## src/rtl/quad_encoder_mc_if.sv

```systemverilog
// Bus bundle for the multi-channel quadrature decoder: raw encoder inputs, per-channel
// configuration, and the counter/flag outputs.
interface quad_encoder_mc_if #(
   parameter int CH_NUM    = 4,
   parameter int CNT_WIDTH = 32
);
   logic [CH_NUM-1:0]           enc_a, enc_b, enc_z;
   logic [CH_NUM-1:0]           pol_a, pol_b, pol_z;
   logic [CH_NUM-1:0]           ch_en, dir_inv, z_clr_en;
   logic [2*CH_NUM-1:0]         dec_mode;
   logic [CH_NUM-1:0]           pos_clr, flag_clr;
   logic [CH_NUM*CNT_WIDTH-1:0] position, z_capture;
   logic [CH_NUM-1:0]           err_flag, ovf_flag, z_flag, dir;

   modport master (
      output enc_a, enc_b, enc_z, pol_a, pol_b, pol_z, ch_en, dir_inv, z_clr_en,
             dec_mode, pos_clr, flag_clr,
      input  position, z_capture, err_flag, ovf_flag, z_flag, dir
   );

   modport slave (
      input  enc_a, enc_b, enc_z, pol_a, pol_b, pol_z, ch_en, dir_inv, z_clr_en,
             dec_mode, pos_clr, flag_clr,
      output position, z_capture, err_flag, ovf_flag, z_flag, dir
   );
endinterface

```

## src/rtl/quad_encoder_mc.sv

```systemverilog
// Multi-channel quadrature encoder decoder: per-channel glitch filter, x1/x2/x4 decode,
// signed wrapping position counter, index capture and sticky status flags.
module quad_encoder_mc #(
   parameter int CH_NUM     = 4,
   parameter int CNT_WIDTH  = 32,
   parameter int FILTER_LEN = 9
) (
   input logic               sys_clk,
   input logic               sys_rst_n,
   quad_encoder_mc_if.slave  bus
);
   localparam logic [CNT_WIDTH-1:0] CNT_MAX = {1'b0, {(CNT_WIDTH-1){1'b1}}};
   localparam logic [CNT_WIDTH-1:0] CNT_MIN = {1'b1, {(CNT_WIDTH-1){1'b0}}};
   localparam logic [CNT_WIDTH-1:0] CNT_ONE = CNT_WIDTH'(1);

   // Filter output only moves once the whole history agrees.
   function automatic logic filt_next(input logic [FILTER_LEN-1:0] sh, input logic cur);
      if (&sh)       return 1'b1;
      else if (~|sh) return 1'b0;
      else           return cur;
   endfunction

   for (genvar i = 0; i < CH_NUM; i++) begin : g_ch
      logic [FILTER_LEN-1:0] sh_a_q, sh_b_q, sh_z_q;
      logic                  filt_a_q, filt_b_q, filt_z_q;
      logic                  prev_a_q, prev_b_q, prev_z_q;
      logic                  pclr_q1, pclr_q2, fclr_q1, fclr_q2;
      logic [CNT_WIDTH-1:0]  pos_q, pos_d, zcap_q, zcap_d;
      logic                  err_q, err_d, ovf_q, ovf_d, zf_q, zf_d, dir_q, dir_d;
      logic                  a_in, b_in, z_in, a_chg, b_chg, z_rise;
      logic                  step_evt, cnt, up, wrap, pclr_rise, fclr_rise;

      always_comb begin
         a_in      = bus.enc_a[i] ~^ bus.pol_a[i];
         b_in      = bus.enc_b[i] ~^ bus.pol_b[i];
         z_in      = bus.enc_z[i] ~^ bus.pol_z[i];
         a_chg     = filt_a_q ^ prev_a_q;
         b_chg     = filt_b_q ^ prev_b_q;
         z_rise    = filt_z_q & ~prev_z_q;
         pclr_rise = pclr_q1 & ~pclr_q2;
         fclr_rise = fclr_q1 & ~fclr_q2;

         unique case (bus.dec_mode[2*i +: 2])
            2'b01:   step_evt = a_chg & ~b_chg;
            2'b10:   step_evt = a_chg & ~b_chg & filt_a_q;
            default: step_evt = a_chg ^ b_chg;
         endcase

         // A leading B (A rises while B low) counts up; also gives x1 its +1-when-B-low rule.
         up   = (filt_a_q ^ prev_b_q) ^ bus.dir_inv[i];
         cnt  = bus.ch_en[i] & step_evt;
         wrap = cnt & (up ? (pos_q == CNT_MAX) : (pos_q == CNT_MIN));

         pos_d = pos_q;
         if (pclr_rise)                         pos_d = '0;
         else if (z_rise && bus.z_clr_en[i])    pos_d = '0;
         else if (cnt)                          pos_d = up ? pos_q + CNT_ONE : pos_q - CNT_ONE;

         zcap_d = z_rise ? pos_q : zcap_q;
         dir_d  = cnt ? up : dir_q;
         err_d  = (a_chg & b_chg) | (err_q & ~fclr_rise);
         ovf_d  = wrap | (ovf_q & ~fclr_rise);
         zf_d   = z_rise | (zf_q & ~fclr_rise);
      end

      always_ff @(posedge sys_clk or negedge sys_rst_n) begin
         if (!sys_rst_n) begin
            sh_a_q   <= '0;
            sh_b_q   <= '0;
            sh_z_q   <= '0;
            filt_a_q <= 1'b0;
            filt_b_q <= 1'b0;
            filt_z_q <= 1'b0;
            prev_a_q <= 1'b0;
            prev_b_q <= 1'b0;
            prev_z_q <= 1'b0;
            pclr_q1  <= 1'b0;
            pclr_q2  <= 1'b0;
            fclr_q1  <= 1'b0;
            fclr_q2  <= 1'b0;
            pos_q    <= '0;
            zcap_q   <= '0;
            err_q    <= 1'b0;
            ovf_q    <= 1'b0;
            zf_q     <= 1'b0;
            dir_q    <= 1'b0;
         end else begin
            sh_a_q   <= {sh_a_q[FILTER_LEN-2:0], a_in};
            sh_b_q   <= {sh_b_q[FILTER_LEN-2:0], b_in};
            sh_z_q   <= {sh_z_q[FILTER_LEN-2:0], z_in};
            filt_a_q <= filt_next(sh_a_q, filt_a_q);
            filt_b_q <= filt_next(sh_b_q, filt_b_q);
            filt_z_q <= filt_next(sh_z_q, filt_z_q);
            prev_a_q <= filt_a_q;
            prev_b_q <= filt_b_q;
            prev_z_q <= filt_z_q;
            pclr_q1  <= bus.pos_clr[i];
            pclr_q2  <= pclr_q1;
            fclr_q1  <= bus.flag_clr[i];
            fclr_q2  <= fclr_q1;
            pos_q    <= pos_d;
            zcap_q   <= zcap_d;
            err_q    <= err_d;
            ovf_q    <= ovf_d;
            zf_q     <= zf_d;
            dir_q    <= dir_d;
         end
      end

      assign bus.position[i*CNT_WIDTH +: CNT_WIDTH]  = pos_q;
      assign bus.z_capture[i*CNT_WIDTH +: CNT_WIDTH] = zcap_q;
      assign bus.err_flag[i] = err_q;
      assign bus.ovf_flag[i] = ovf_q;
      assign bus.z_flag[i]   = zf_q;
      assign bus.dir[i]      = dir_q;
   end
endmodule

```

## src/flat_wrapper.sv

```systemverilog
// flat-port wrapper written by rule: the top's interface ports become plain ports
module quad_encoder_mc_flat 
#(
   parameter int CH_NUM     = 4,
   parameter int CNT_WIDTH  = 32,
   parameter int FILTER_LEN = 9
)
  (sys_clk, sys_rst_n, bus_enc_a, bus_enc_b, bus_enc_z, bus_pol_a, bus_pol_b, bus_pol_z, bus_ch_en, bus_dir_inv, bus_z_clr_en, bus_dec_mode, bus_pos_clr, bus_flag_clr, bus_position, bus_z_capture, bus_err_flag, bus_ovf_flag, bus_z_flag, bus_dir);
  quad_encoder_mc_if #(.CH_NUM(CH_NUM), .CNT_WIDTH(CNT_WIDTH)) bus_i ();
  input logic sys_clk;
  input logic sys_rst_n;
  input wire logic [$bits(bus_i.enc_a)-1:0] bus_enc_a;
  input wire logic [$bits(bus_i.enc_b)-1:0] bus_enc_b;
  input wire logic [$bits(bus_i.enc_z)-1:0] bus_enc_z;
  input wire logic [$bits(bus_i.pol_a)-1:0] bus_pol_a;
  input wire logic [$bits(bus_i.pol_b)-1:0] bus_pol_b;
  input wire logic [$bits(bus_i.pol_z)-1:0] bus_pol_z;
  input wire logic [$bits(bus_i.ch_en)-1:0] bus_ch_en;
  input wire logic [$bits(bus_i.dir_inv)-1:0] bus_dir_inv;
  input wire logic [$bits(bus_i.z_clr_en)-1:0] bus_z_clr_en;
  input wire logic [$bits(bus_i.dec_mode)-1:0] bus_dec_mode;
  input wire logic [$bits(bus_i.pos_clr)-1:0] bus_pos_clr;
  input wire logic [$bits(bus_i.flag_clr)-1:0] bus_flag_clr;
  output wire logic [$bits(bus_i.position)-1:0] bus_position;
  output wire logic [$bits(bus_i.z_capture)-1:0] bus_z_capture;
  output wire logic [$bits(bus_i.err_flag)-1:0] bus_err_flag;
  output wire logic [$bits(bus_i.ovf_flag)-1:0] bus_ovf_flag;
  output wire logic [$bits(bus_i.z_flag)-1:0] bus_z_flag;
  output wire logic [$bits(bus_i.dir)-1:0] bus_dir;
  assign bus_i.enc_a = bus_enc_a;
  assign bus_i.enc_b = bus_enc_b;
  assign bus_i.enc_z = bus_enc_z;
  assign bus_i.pol_a = bus_pol_a;
  assign bus_i.pol_b = bus_pol_b;
  assign bus_i.pol_z = bus_pol_z;
  assign bus_i.ch_en = bus_ch_en;
  assign bus_i.dir_inv = bus_dir_inv;
  assign bus_i.z_clr_en = bus_z_clr_en;
  assign bus_i.dec_mode = bus_dec_mode;
  assign bus_i.pos_clr = bus_pos_clr;
  assign bus_i.flag_clr = bus_flag_clr;
  assign bus_position = bus_i.position;
  assign bus_z_capture = bus_i.z_capture;
  assign bus_err_flag = bus_i.err_flag;
  assign bus_ovf_flag = bus_i.ovf_flag;
  assign bus_z_flag = bus_i.z_flag;
  assign bus_dir = bus_i.dir;
  quad_encoder_mc #(.CH_NUM(CH_NUM), .CNT_WIDTH(CNT_WIDTH), .FILTER_LEN(FILTER_LEN)) u_core (.sys_clk(sys_clk), .sys_rst_n(sys_rst_n), .bus(bus_i));
endmodule
```

## config.mk

```make
export PLATFORM = sky130hd
export DESIGN_NAME = quad_encoder_mc_flat
export DESIGN_NICKNAME = d
export VERILOG_FILES = /design/src/rtl/quad_encoder_mc_if.sv /design/src/rtl/quad_encoder_mc.sv /design/src/flat_wrapper.sv
export SDC_FILE = /design/constraint.sdc
export NUM_CORES = 1
export LEC_CHECK = 0
export CAP_MARGIN = 20
export CELL_PAD_IN_SITES_DETAIL_PLACEMENT = 0
export CELL_PAD_IN_SITES_GLOBAL_PLACEMENT = 1
export CORE_AREA = 2 2 221 223
export CTS_CLUSTER_DIAMETER = 80
export DETAILED_ROUTE_END_ITERATION = 10
export DIE_AREA = 0 0 223 225
export GPL_TIMING_DRIVEN = 0
export PLACE_DENSITY_LB_ADDON = 0.1
export SLEW_MARGIN = 25
export SYNTH_ARGS = -nofsm -noshare
export SYNTH_HDL_FRONTEND = slang
export SYNTH_SLANG_ARGS = --single-unit
```

## constraint.sdc

```tcl
create_clock -name sys_clk -period 6.8 [get_ports sys_clk]
set_input_delay 1.36 -clock sys_clk [delete_from_list [all_inputs] [get_ports sys_clk]]
set_output_delay 1.36 -clock sys_clk [all_outputs]
set_load 0.01 [all_outputs]
```

==> qor.yml <==
route:
  drt_wl_total_mm: 69.0
  postRouteAntennaNets: 0
  vias_per_cell: 5.85
  dr.pass1.iters: 6
  wl_per_cell_um: 21.3
  drc: 0
  first_iter_violations: 1474
  dr_total_vias: 18932
global_routing:
  grt.overflow.total: 0
  grt_pass1_vias: 18552
  grt_usage_pct: 27.3
  grt_pass1_wl_mm: 108
  antenna_found_initial: 1
  grt_max_degree: 93
clock_tree:
  htree_levels: 2
  post_cts_resized: 0
  hold_buffers: 0
  clockBufferDepth: 3
  clk_latency_ns: 0.58
  clockRootBuffer: "clkbuf_16"
  path_clk_slew_ns: 0.06
  cts_buffers: 45
  post_cts_buffers: 0
  cts_tree: "done"
  numClockSinks: 420
die:
  die_w_um: 223
  io-pin-count: 326
  rows: 80
  die_h_um: 225
  die_area_mm2: 0.0502
  initial_core_util_pct: 45.7
  core_region_area_mm2: 0.0475
worst_setup_path:
  r2r_setup_slack_ns: 2.01
  rr_startpoint: "u_core.g_ch[1].filt_a_q$_DFFE_PN0P_"
  setup.worst_path.end: "u_core.g_ch[3].pos_q[22]$_DFFE_PN0P_"
  rr_endpoint: "u_core.g_ch[1].pos_q[26]$_DFFE_PN0P_"
  startpoint_type: "input pin"
  worstSetupEndpointType: "flip-flop"
  critPathLaunch: "bus_dir_inv[3]"
  crit_arrival_ns: 6.08
  path_class: "input pin to flip-flop"
  critical_path.max_fanout: 10
  cp_data_required_time_ns: 7.30
  rr_worst_depth: 14
yosys:
  synthMuxAreaShare_pct: 8.27
  yosysSeqAreaShare_pct: 48.4
  ys_ff_latch: 420
  synth_flop_cell: "dfrtp_1"
  synth_compound_area_share_pct: 10.2
  synth_xor_area_share_pct: 5.59
  yosysTopAreaCellShare_pct: 48.4
  synth_top_family_by_area: "simple AND/OR/NAND/NOR gates"
  yosysTopAreaCell: "dfrtp_1"
  synthAdderAreaFrac_pct: 1.15
  synth_cells: 2211
  synth_edf_count: 0
  synthTopCellsByArea: "dfrtp_1 (48%), mux2_2 (5.9%), nor2_1 (3.8%), xnor2_1 (3.3%), nand2_1 (3.1%)"
  syn_nets: 2285
  syn-cell-area_mm2: 0.0217
  ys_warn_count: 0
  async_flop_share_pct: 100
  synth_cell_types: 95
  yosys.area_share.simple_pct: 21.8
  avgSynthCellArea_um2: 9.82
final_layout:
  insertedDiodeCount: 0
  drive_above_1_share_pct: 10.7
  syn_to_final_growth_pct: 26.4
  multi_input_area_mm2: 0.0102
  seqCellArea_mm2: 0.0105
  stdcell_count: 3239
  layout_commonest_cell: "dfrtp_1"
  final_cell_mix: "dfrtp_1 (420), clkdlybuf4s50_1 (324), nor2_1 (220)"
  fin_util_pct: 57.7
  nets: 2661
  fillers: 4225
sta:
  fin_ws_ns: 1.22
  relSlewSlack_pct: 36.9
  finalCritPeriodShare_pct: 82.1
  rsz0062_at_grt: "false"
  hold_viol_final: 0
  period_needed_ns: 5.58
  tightest_slew_ns: 0.923
  maxSlewViolCount: 0
  maxClockFrequency_ghz: 0.179
  fin_skew_ns: 0.0125
  setup_viol: 0
place:
  routabilityCongestion: 0.915
  port_buffers: 325
  pre_cts_ws_ns: 0.725
  dp_cells: 3155
  dp_hpwl_mm: 50.4
power_and_ir_drop:
  clockPowerShare_pct: 43.9
  ir_drop_mv: 0.225
  power_frac_comb_pct: 11.0
  p_int_w: 0.00439
  p_per_area_mw_per_mm2: 215
  power.switching_w: 0.00151
  power_frac_seq_pct: 45.2
  swShare_pct: 25.6
  p_leak_nw: 11.9
hold_path:
  hold_path.class: "flip-flop to flip-flop"
status:
  outcome: "finished clean"
flow_run:
  maxCapViolations: 0
flip-flops by register name, summed over array words and instances (netlist names):
name,count
u_core.g_ch.prev_a_q,4
u_core.g_ch.err_q,4
u_core.g_ch.dir_q,4
u_core.g_ch.prev_z_q,4
u_core.g_ch.sh_z_q,36
u_core.g_ch.fclr_q2,4
u_core.g_ch.sh_b_q,36
u_core.g_ch.sh_a_q,36
u_core.g_ch.filt_a_q,4
u_core.g_ch.filt_z_q,4
u_core.g_ch.pos_q,128
u_core.g_ch.zcap_q,128
u_core.g_ch.prev_b_q,4
u_core.g_ch.zf_q,4
u_core.g_ch.pclr_q1,4
u_core.g_ch.filt_b_q,4
u_core.g_ch.ovf_q,4
u_core.g_ch.fclr_q1,4
u_core.g_ch.pclr_q2,4
critical path, stage by stage:
cell and delay [ns]:
clkdlybuf4s50_1 0.42, xor3_1 0.59, buf_4 0.27, buf_2 0.28, buf_2 0.32, buf_2 0.36
xnor2_1 0.16, ha_1 0.25, nand3_1 0.15, or3b_2 0.57, o31ai_2 0.32, a21oi_2 0.20
mux2_1 0.36, or3_1 0.31, a21oi_1 0.15
cells in the mapped netlist (all sizes together) (6+ instances only):
master	number
nor3b	6
clkbuf	131
and2	15
or3	64
nor2	220
nand2b	21
nor3	73
o211ai	12
buf	61
a31oi	22
o22ai	12
ha	20
o41ai	7
mux2	115
a21oi	108
mux2i	50
a41oi	6
xor2	35
nor4	82
o31ai	10
or2	9
a21o	8
o21a	10
nand3	68
o21ai	76
nand3b	6
and3	19
nor4b	12
and4	12
nand2	181
inv	38
xnor2	82
dfrtp	420
nand4	74
or4	39
logic make-up after synthesis:
kind of cell,count (synthesis)
compound gates,338
xor+xnor,125
fa+ha+maj,20
buf+inv,231
flops,420
mux,165
simple gates,912
power groups by stage:
stage          Clock (W)  Combinational [W]  Sequential (W)
5_1_grt          0.00274           0.000709         0.00268
2_1_floorplan          0           0.000365         0.00270
6_report         0.00259           0.000647         0.00267
3_3_place_gp           0           0.000631         0.00271
4_1_cts          0.00265           0.000645         0.00267
3_5_place_dp           0           0.000641         0.00271
layer usage:
| layer | wire, µm | track usage (%) |
|---|---|---|
| met1 | 30700 | 37.9 |
| met2 | 31800 | 43.4 |
| met3 | 4620 | 5.11 |
| met4 | 1890 | 8.90 |
| met5 | 12 | 0 |
through the flow:
step,instance area (µm²),total power (W),hold slack (ns),setup TNS [ns]
finish,27400,0.00591,0.374,0
global route,27400,0.00613,0.385,0
CTS,27400,0.00597,0.370,0
detailed placement,25900,0.00335,0.357,0
global placement,25700,0.00334,0.352,-5682.64
floorplan,21700,0.00306,0.349,0
final cells by class:
class	instances	area share, %
timing repair buffer	329	12.3
inverter	39	0.534
clock buffer	61	4.81
clock inverter	23	0.917
tap	615	2.81
multi-input combinational	1560	37.3
buffer	192	3.04
sequential	420	38.3
how the worst min path moves through the flow:
| stage | start | end | slack, ns | depth (start not counted) |
|---|---|---|---|---|
| floorplan | u_core.g_ch[1].filt_a_q$_DFFE_PN0P_ | u_core.g_ch[1].prev_a_q$_DFF_PN0_ | 0.35 | 0 |
| global placement | u_core.g_ch[1].filt_a_q$_DFFE_PN0P_ | u_core.g_ch[1].prev_a_q$_DFF_PN0_ | 0.35 | 0 |
| detailed placement | u_core.g_ch[1].filt_a_q$_DFFE_PN0P_ | u_core.g_ch[1].prev_a_q$_DFF_PN0_ | 0.36 | 0 |
| CTS | u_core.g_ch[1].filt_a_q$_DFFE_PN0P_ | u_core.g_ch[1].prev_a_q$_DFF_PN0_ | 0.37 | 0 |
| global route | u_core.g_ch[1].filt_a_q$_DFFE_PN0P_ | u_core.g_ch[1].prev_a_q$_DFF_PN0_ | 0.38 | 0 |
| finish | u_core.g_ch[1].filt_a_q$_DFFE_PN0P_ | u_core.g_ch[1].prev_a_q$_DFF_PN0_ | 0.37 | 0 |
(Power assumes the default switching activity.)
